===== config.mk =====
export PLATFORM = sky130hd
export DESIGN_NAME = pattern_det_sched
export DESIGN_NICKNAME = d
export VERILOG_FILES = /design/src/rtl/pattern_det_sched.sv
export SDC_FILE = /design/constraint.sdc
export NUM_CORES = 1
export LEC_CHECK = 0
export BUFFER_PORTS_ARGS = -buffer_cell sky130_fd_sc_hd__buf_2
export CORE_ASPECT_RATIO = 0.6
export CORE_MARGIN = 2
export CORE_UTILIZATION = 64
export DETAILED_ROUTE_END_ITERATION = 12
export PLACE_DENSITY = 0.81
export SYNTH_ARGS = -nofsm -noshare
export SYNTH_HDL_FRONTEND = slang
export SYNTH_SLANG_ARGS = --single-unit

===== constraint.sdc =====
create_clock -name clk -period 7.9 [get_ports clk]
set_input_delay 1.58 -clock clk [delete_from_list [all_inputs] [get_ports clk]]
set_output_delay 1.58 -clock clk [all_outputs]
set_load 0.005 [all_outputs]

===== src/rtl/pattern_det_sched.sv =====
// Round-robin scheduler sharing one BBCBC detector across NLANES sensor lanes.
// Each lane keeps its own match progress, so interleaved streams are detected
// independently. Matches are reported with the lane ID, and every lane has a
// saturating match counter that can be read back by lane index.
module pattern_det_sched #(
    parameter int unsigned NLANES = 4,
    parameter int unsigned LANE_W = 2,
    parameter int unsigned CNT_W  = 8
) (
    input  logic              clk,
    input  logic              rst,
    input  logic              en,
    input  logic              clr,
    input  logic [NLANES-1:0] req,
    input  logic [NLANES-1:0] sym,
    output logic [NLANES-1:0] gnt,
    output logic              match_vld,
    output logic [LANE_W-1:0] match_lane,
    input  logic [LANE_W-1:0] rd_lane,
    output logic [CNT_W-1:0]  rd_cnt
);

    localparam int unsigned ST_W = 3;

    // Detector progress: S1 = "B", S2 = "BB", S3 = "BBC", S4 = "BBCB"
    typedef enum logic [ST_W-1:0] {
        S0 = 3'd0,
        S1 = 3'd1,
        S2 = 3'd2,
        S3 = 3'd3,
        S4 = 3'd4
    } det_state_t;

    localparam logic [CNT_W-1:0]  CNT_MAX  = '1;
    localparam logic [LANE_W-1:0] LANE_TOP = LANE_W'(NLANES - 1);

    // Registered state
    logic [LANE_W-1:0] r_ptr;
    logic [ST_W-1:0]   r_state [NLANES];
    logic [CNT_W-1:0]  r_cnt   [NLANES];
    logic              r_match_vld;
    logic [LANE_W-1:0] r_match_lane;
    logic [CNT_W-1:0]  r_rd_cnt;

    // Combinational datapath
    logic [NLANES-1:0] w_gnt;
    logic              w_gnt_any;
    logic [LANE_W-1:0] w_gnt_idx;
    logic [LANE_W-1:0] w_ptr_nxt;
    logic              w_sym;
    logic [ST_W-1:0]   w_cur;
    det_state_t        w_nxt;
    logic              w_hit;
    logic [CNT_W-1:0]  w_rd_val;

    // Lane index reached by stepping 'off' lanes forward from 'base', wrapping at NLANES
    function automatic logic [LANE_W-1:0] lane_add(input logic [LANE_W-1:0] base,
                                                   input int unsigned       off);
        int unsigned sum;
        sum = (32'(base) + off) % NLANES;
        return LANE_W'(sum);
    endfunction

    // Round-robin grant: first requesting lane at or after the pointer
    always_comb begin
        w_gnt     = '0;
        w_gnt_any = 1'b0;
        w_gnt_idx = '0;
        if (rst && en && !clr) begin
            for (int unsigned i = 0; i < NLANES; i++) begin
                if (!w_gnt_any && req[lane_add(r_ptr, i)]) begin
                    w_gnt_any = 1'b1;
                    w_gnt_idx = lane_add(r_ptr, i);
                end
            end
            if (w_gnt_any) begin
                w_gnt[w_gnt_idx] = 1'b1;
            end
        end
    end

    // Pointer advances to the lane after the one just granted
    always_comb begin
        w_ptr_nxt = r_ptr;
        if (w_gnt_any) begin
            w_ptr_nxt = (w_gnt_idx == LANE_TOP) ? '0 : w_gnt_idx + LANE_W'(1);
        end
    end

    // Route the granted lane's symbol and stored progress into the shared engine
    always_comb begin
        w_sym = 1'b0;
        w_cur = S0;
        for (int unsigned i = 0; i < NLANES; i++) begin
            if (w_gnt[i]) begin
                w_sym = sym[i];
                w_cur = r_state[i];
            end
        end
    end

    // Shared BBCBC next-state logic; sym 0 = B, 1 = C
    always_comb begin
        w_nxt = S0;
        w_hit = 1'b0;
        case (w_cur)
            S0: w_nxt = w_sym ? S0 : S1;
            S1: w_nxt = w_sym ? S0 : S2;
            S2: w_nxt = w_sym ? S3 : S2;
            S3: w_nxt = w_sym ? S0 : S4;
            S4: begin
                if (w_sym) begin
                    w_nxt = S0;
                    w_hit = 1'b1;
                end else begin
                    w_nxt = S2;
                end
            end
            default: w_nxt = S0;
        endcase
    end

    // Counter read mux; out-of-range lane indices read as zero
    always_comb begin
        w_rd_val = '0;
        for (int unsigned i = 0; i < NLANES; i++) begin
            if (rd_lane == LANE_W'(i)) begin
                w_rd_val = r_cnt[i];
            end
        end
    end

    // Round-robin pointer; kept across clr, held when nothing is granted
    always_ff @(posedge clk) begin
        if (!rst) begin
            r_ptr <= '0;
        end else begin
            r_ptr <= w_ptr_nxt;
        end
    end

    // Per-lane detector progress; only the granted lane moves
    always_ff @(posedge clk) begin
        if (!rst || clr) begin
            for (int unsigned i = 0; i < NLANES; i++) begin
                r_state[i] <= S0;
            end
        end else begin
            for (int unsigned i = 0; i < NLANES; i++) begin
                if (w_gnt[i]) begin
                    r_state[i] <= w_nxt;
                end
            end
        end
    end

    // Per-lane saturating match counters
    always_ff @(posedge clk) begin
        if (!rst || clr) begin
            for (int unsigned i = 0; i < NLANES; i++) begin
                r_cnt[i] <= '0;
            end
        end else begin
            for (int unsigned i = 0; i < NLANES; i++) begin
                if (w_gnt[i] && w_hit && (r_cnt[i] != CNT_MAX)) begin
                    r_cnt[i] <= r_cnt[i] + CNT_W'(1);
                end
            end
        end
    end

    // Match report: one-cycle pulse with the lane ID; clr squashes it
    always_ff @(posedge clk) begin
        if (!rst) begin
            r_match_vld  <= 1'b0;
            r_match_lane <= '0;
        end else if (clr) begin
            r_match_vld  <= 1'b0;
        end else begin
            r_match_vld <= w_gnt_any && w_hit;
            if (w_gnt_any && w_hit) begin
                r_match_lane <= w_gnt_idx;
            end
        end
    end

    // Registered counter read, showing the pre-increment value
    always_ff @(posedge clk) begin
        if (!rst) begin
            r_rd_cnt <= '0;
        end else begin
            r_rd_cnt <= w_rd_val;
        end
    end

    assign gnt        = w_gnt;
    assign match_vld  = r_match_vld;
    assign match_lane = r_match_lane;
    assign rd_cnt     = r_rd_cnt;

endmodule


Yosys cells after proc, flatten, opt, wreduce, memory -nomap -nowiden

Memories as Yosys holds them, arrays and structs flattened.
Index checks and enable logic that the tools add are counted.
Widths: inputs -> output; s select.

Latch bits: 0
RAM bits: 44
Bits in read-only memories: 0
Memories: 2
Flip-flop bits (word level): 13

Bitwise logic cells: 10
Muxes and demuxes: 81
Equality and inequality tests: 12
Multiply operators: 0
Div/mod/pow operators: 0
$lt $le $gt $ge: 6
Reduce and logical (&&, ||, !) cells: 26
Add/subtract/negate cells: 8
Shift operators: 0

Memory list:

| name    | depth | bits a word | rd ports | clocked after memory_dff | write ports | RTL line | text |
|---|---|---|---|---|---|---|---|
| r_cnt   | 4     | 8           | 4        | 0                        | 4           | 40       | `logic [CNT_W-1:0] r_cnt [NLANES];` |
| r_state | 4     | 3           | 4        | 0                        | 4           | 39       | `logic [ST_W-1:0] r_state [NLANES];` |

Operator list:

| kind                | count |
|---|---|
| $mux 8              | 8 |
| $mux 1              | 48 |
| $add 8x1->8 const B | 4 |
| $ne 8x8->1 const B  | 4 |
| $mux 3              | 9 |
| $mux 2              | 8 |
| $logic_and 1x1->1   | 15 |
| $lt 2x3->1 const B  | 5 |
| $pmux 3 s4          | 1 |
| $bmux 1 s2          | 4 |
| $mux 4              | 2 |
| $or 1x1->1          | 8 |
| $eq 2x2->1 const B  | 3 |
| $eq 3x2->1 const B  | 2 |
| $logic_not 1->1     | 5 |
| $add 2x1->2 const B | 2 |
| $add 2x2->2 const B | 2 |
| $reduce_or 2->1     | 2 |
| $eq 3x1->1 const B  | 1 |
| $eq 3x3->1 const B  | 1 |
| $logic_not 3->1     | 1 |
| $demux 1 s2         | 1 |
| $eq 2x1->1 const B  | 1 |
| $ge 2x1->1 const B  | 1 |
| other kinds (4)     | 5 |

Depth between registers and ports, before layout

Depth in word-level cells: 34
Depth in mapped cells: 9
Mapped depth without buffers: 8

Worst setup path before layout

Ideal clock, no wire load.

Path kind: in2out
Start point: input req[0]
End point: output gnt[1]
Stages on the path: 6
Data arrival time: 2.631 ns
Slack: 3.689 ns
Required time: 6.320 ns
Cell sequence: buf_2 nor2b_1 nor4b_2 or2_2 nand3_1 inv_1

Cells in the longest elaborated chain, start to end: 22

Ends and longest elaborated chain:

| item                                                                  | RTL line | text |
|---|---|---|
| start: declaration                                                    | 14       | `input logic [NLANES-1:0] req,` |
| $bmux 1 s2                                                            | 71       | `if (!w_gnt_any && req[lane_add(r_ptr, i)]) begin` |
| $mux 1 (not written as such)                                          | 71       |  |
| $mux 1                                                                | 71       |  |
| $mux 1                                                                | 69       | `if (rst && en && !clr) begin` |
| $logic_not 1->1                                                       | 71       |  |
| $logic_and 1x1->1                                                     | 71       |  |
| $mux 1                                                                | 71       |  |
| $mux 1                                                                | 69       |  |
| [... 6 more ...]                                                      | --       |  |
| $mux 2                                                                | 71       |  |
| $mux 2                                                                | 69       |  |
| $lt 2x3->1 (not written as such) / $ge 2x1->1 (equally long branches) | 77       | `w_gnt[w_gnt_idx] = 1'b1;` |
| $logic_and 1x1->1 (not written as such)                               | 77       |  |
| $mux 1 (not written as such)                                          | 77       |  |
| $demux 1 s2                                                           | 77       |  |
| $mux 4 *                                                              | 76       | `if (w_gnt_any) begin` |
| $mux 4 *                                                              | 69       |  |
| end: declaration                                                      | 16       | `output logic [NLANES-1:0] gnt,` |

Mark *: on every way between the ends. The rest lies on a longest branch, timed or not. The select of a mux whose other input is x is not followed.

Final worst setup path

Start point: input rst
End point: output gnt[3]

Cells in the longest elaborated chain, start to end: 3

Ends and longest elaborated chain:

| item                            | RTL line | text |
|---|---|---|
| start: declaration              | 11       | `input logic rst,` |
| $logic_and 1x1->1 (2 in series) | 69       |  |
| $mux 4                          | 69       |  |

No other way between the ends.

==> reports/results.txt <==
status - finished clean
R2R cell count - 8
vias per cell - 6.62
area leader, netlist - edfxtp_1
syn avg cell area - 11.4 µm²
total of max-cap violations - 0
leakage power - 0.00133 µW
WP data arrival - 3000 ps
vias in the first global route - 2258
synth-to-layout area growth - 13.2%
antenna cells - 0
minimum clock period - 4580 ps
Die Height - 58 µm
VDD IR-drop max - 0.000147 V
clock network latency to the later pin of the worst-skew pair - 350 ps
sequential share of the synthesized area - 0.508
PwrDens - 198 nW/µm²
largest net degree at the start of global routing - 12
DP Wirelength - 5600 µm
fraction of registers with async set or reset after synthesis - 0
fraction of layout cells with a size suffix above 1 - 0.224
IO Count - 29
floorplan die width - 94 µm
Net Count, Synth - 292
Global Route Usage Sum - 0.312
Detailed Routing Iterations Pass 1 - 5
hold path depth - 2
post-CTS sizing - 0
Die Area - 5450 µm²
htree depth - 3
Tightest Pin Transition - 692 ps
ys flop type - edfxtp_1
Reg clk slew, reported paths - 70 ps
startpoint type of the worst setup path - primary input
clock buffer depth - 2
clock root buffer - clkbuf_8
antenna-violating nets left - 0
HP Class - flop to flop
Post-synth EDFFs - 44
setup violators final - 0
cell area after layout - 3520 µm²
CTS tree - built
Tcrit/Tclk final - 0.580
Final Hold Viols - 0
critical-path maximum fanout - 11
required time worst endpoint - 6320 ps
Crit. End Element - primary output
Mapped Cells - 274
Starting Density - 0.671
setup TNS - 0 ps
grt total ovfl - 0
number of port buffers - 28
GP Congestion - 0.998
Starting DRT DRC Count - 245
postcts setup bufs - 0
Avg WL per Cell - 20.1 µm
cell area after synthesis - 3110 µm²
Worst Path Class, Setup - primary input to primary output
vias post-DR - 2483
worst relative slew slack - 0.537
area post-placement - 3300 µm²
Yosys reg bits - 57
Post-Route WL - 7520 µm
largest cells by area after synthesis - edfxtp_1, dfxtp_1, mux4_2
Distinct cells, synth - 47
Net count, final - 325
Core Area - 4640 µm²
total CTS buffers - 9
RSZ-0062 raised after global routing - no
Final Max Slew Viols - 0
initial antenna violation count - 0
CTS Hold Buffers Added - 0
fill cell count - 317
Peak Freq - 0.218 GHz
Worst Skew - 5.75 ps
DR DRC count - 0
Yosys top cell area share - 0.425
Cell Rows - 19
first-pass GRT wire length - 12200 µm
# clock sinks - 57
warnings from Yosys - 0
## sequential cells by signal, indices dropped and copies added, names as in the netlist
register,cells
r_cnt,32
r_ptr,2
r_state,12
match_lane,2
match_vld,1
rd_cnt,8
## final timing paths
check                 from       endpoint  slack (ps)
max                    rst         gnt[3]        3320
min          match_lane[1]  match_lane[1]         490
max reg2reg       r_ptr[1]    r_cnt[2][5]        4730
min reg2reg  match_lane[1]  match_lane[1]         490
## report_power, final
| part | internal, µW | switching, µW | total, µW |
|---|---|---|---|
| clock network | 168 | 121 | 290 |
| registers | 335 | 14.0 | 349 |
| logic | 24.4 | 33.4 | 57.8 |
| total | 527 | 169 | 696 |
## layout by cell type (no fill, tap or decap), types with 3 or more instances in the layout
cell      synthesis  routed
a31oi_1           6       6
a211oi_1          3       3
edfxtp_1         44      44
mux4_2            9       9
xnor2_1          12      12
nor2b_1           3       3
nand4_1           7       7
nor3_1            5       5
nor2_1           39      39
inv_1             6       6
dfxtp_1          13      13
and2_1           10      10
o21ai_0           5       5
and4_1            3       3
o211ai_1          3       3
a21oi_1           5       5
xor2_1           14      14
nand3_1          14      14
buf_2             3      28
and3_1            6       6
nand2_1          23      23
clkbuf_8          0      11
nand4_2           4       4
ha_1              4       4
## per-layer routing
layer,vias up,global-route usage,routed length [µm],part of all wire
met3,10,0.127,974,0.13
met4,0,0.0663,66,0.0088
met2,163,0.408,3000,0.40
met1,1202,0.488,3480,0.46
met5,-,0,0,0
li1,1108,-,-,-
## synthesized netlist by cell type, drive strengths merged (2+ instances only)
cell type and number:
xor2 14, nand3 14, nor3 7, nand4 11, nor2 40, xnor2 12
o211ai 3, and2 10, a211o 2, a41oi 2, a21oi 5, a211oi 3
inv 7, nand2 23, clkbuf 3, o31ai 2, nor2b 5, edfxtp 44
a2bb2oi 2, dfxtp 13, a31oi 6, and4 3, ha 4, mux4 9
buf 3, o2bb2ai 2, and3 6, o21ai 6
## metrics by stage
stage	hold slack, ps	util	power (µW)	instances	setup WS (ps)
final	493	0.760	696	375	3320
after global routing	498	0.760	716	375	3180
after CTS	485	0.760	694	375	3340
after detailed placement	475	0.713	411	359	3360
after global placement	466	0.713	409	359	3370
after floorplan	465	-	391	274	3690
## logic make-up (layout without fill, tap and decap cells)
family / count (synthesis) / count (layout) / synth area share
flops: 57 / 57 / 0.508
mux: 9 / 9 / 0.0652
xor+xnor: 26 / 26 / 0.0732
compound gates: 40 / 40 / 0.105
buf+inv: 13 / 51 / 0.0169
simple gates: 125 / 125 / 0.215
fa+ha+maj: 4 / 4 / 0.0161
## layout make-up
class / count / area (µm²) / area share
clock buffers: 13 / 201 / 0.0572
inverters: 7 / 26.3 / 0.00746
clock inverters: 3 / 16.3 / 0.00462
multi-input cells: 204 / 1480 / 0.419
repair buffers: 28 / 140 / 0.0398
well taps: 63 / 78.8 / 0.0224
flip-flops and latches: 57 / 1580 / 0.449
## critical path, cell delays in order
cell and delay, ps:
buf_2 170, and3b_1 320, o41ai_2 170, nor3_2 270, nand2_1 230, inv_2 150, buf_2 120
Note: power is estimated with default switching activity, not from simulation.
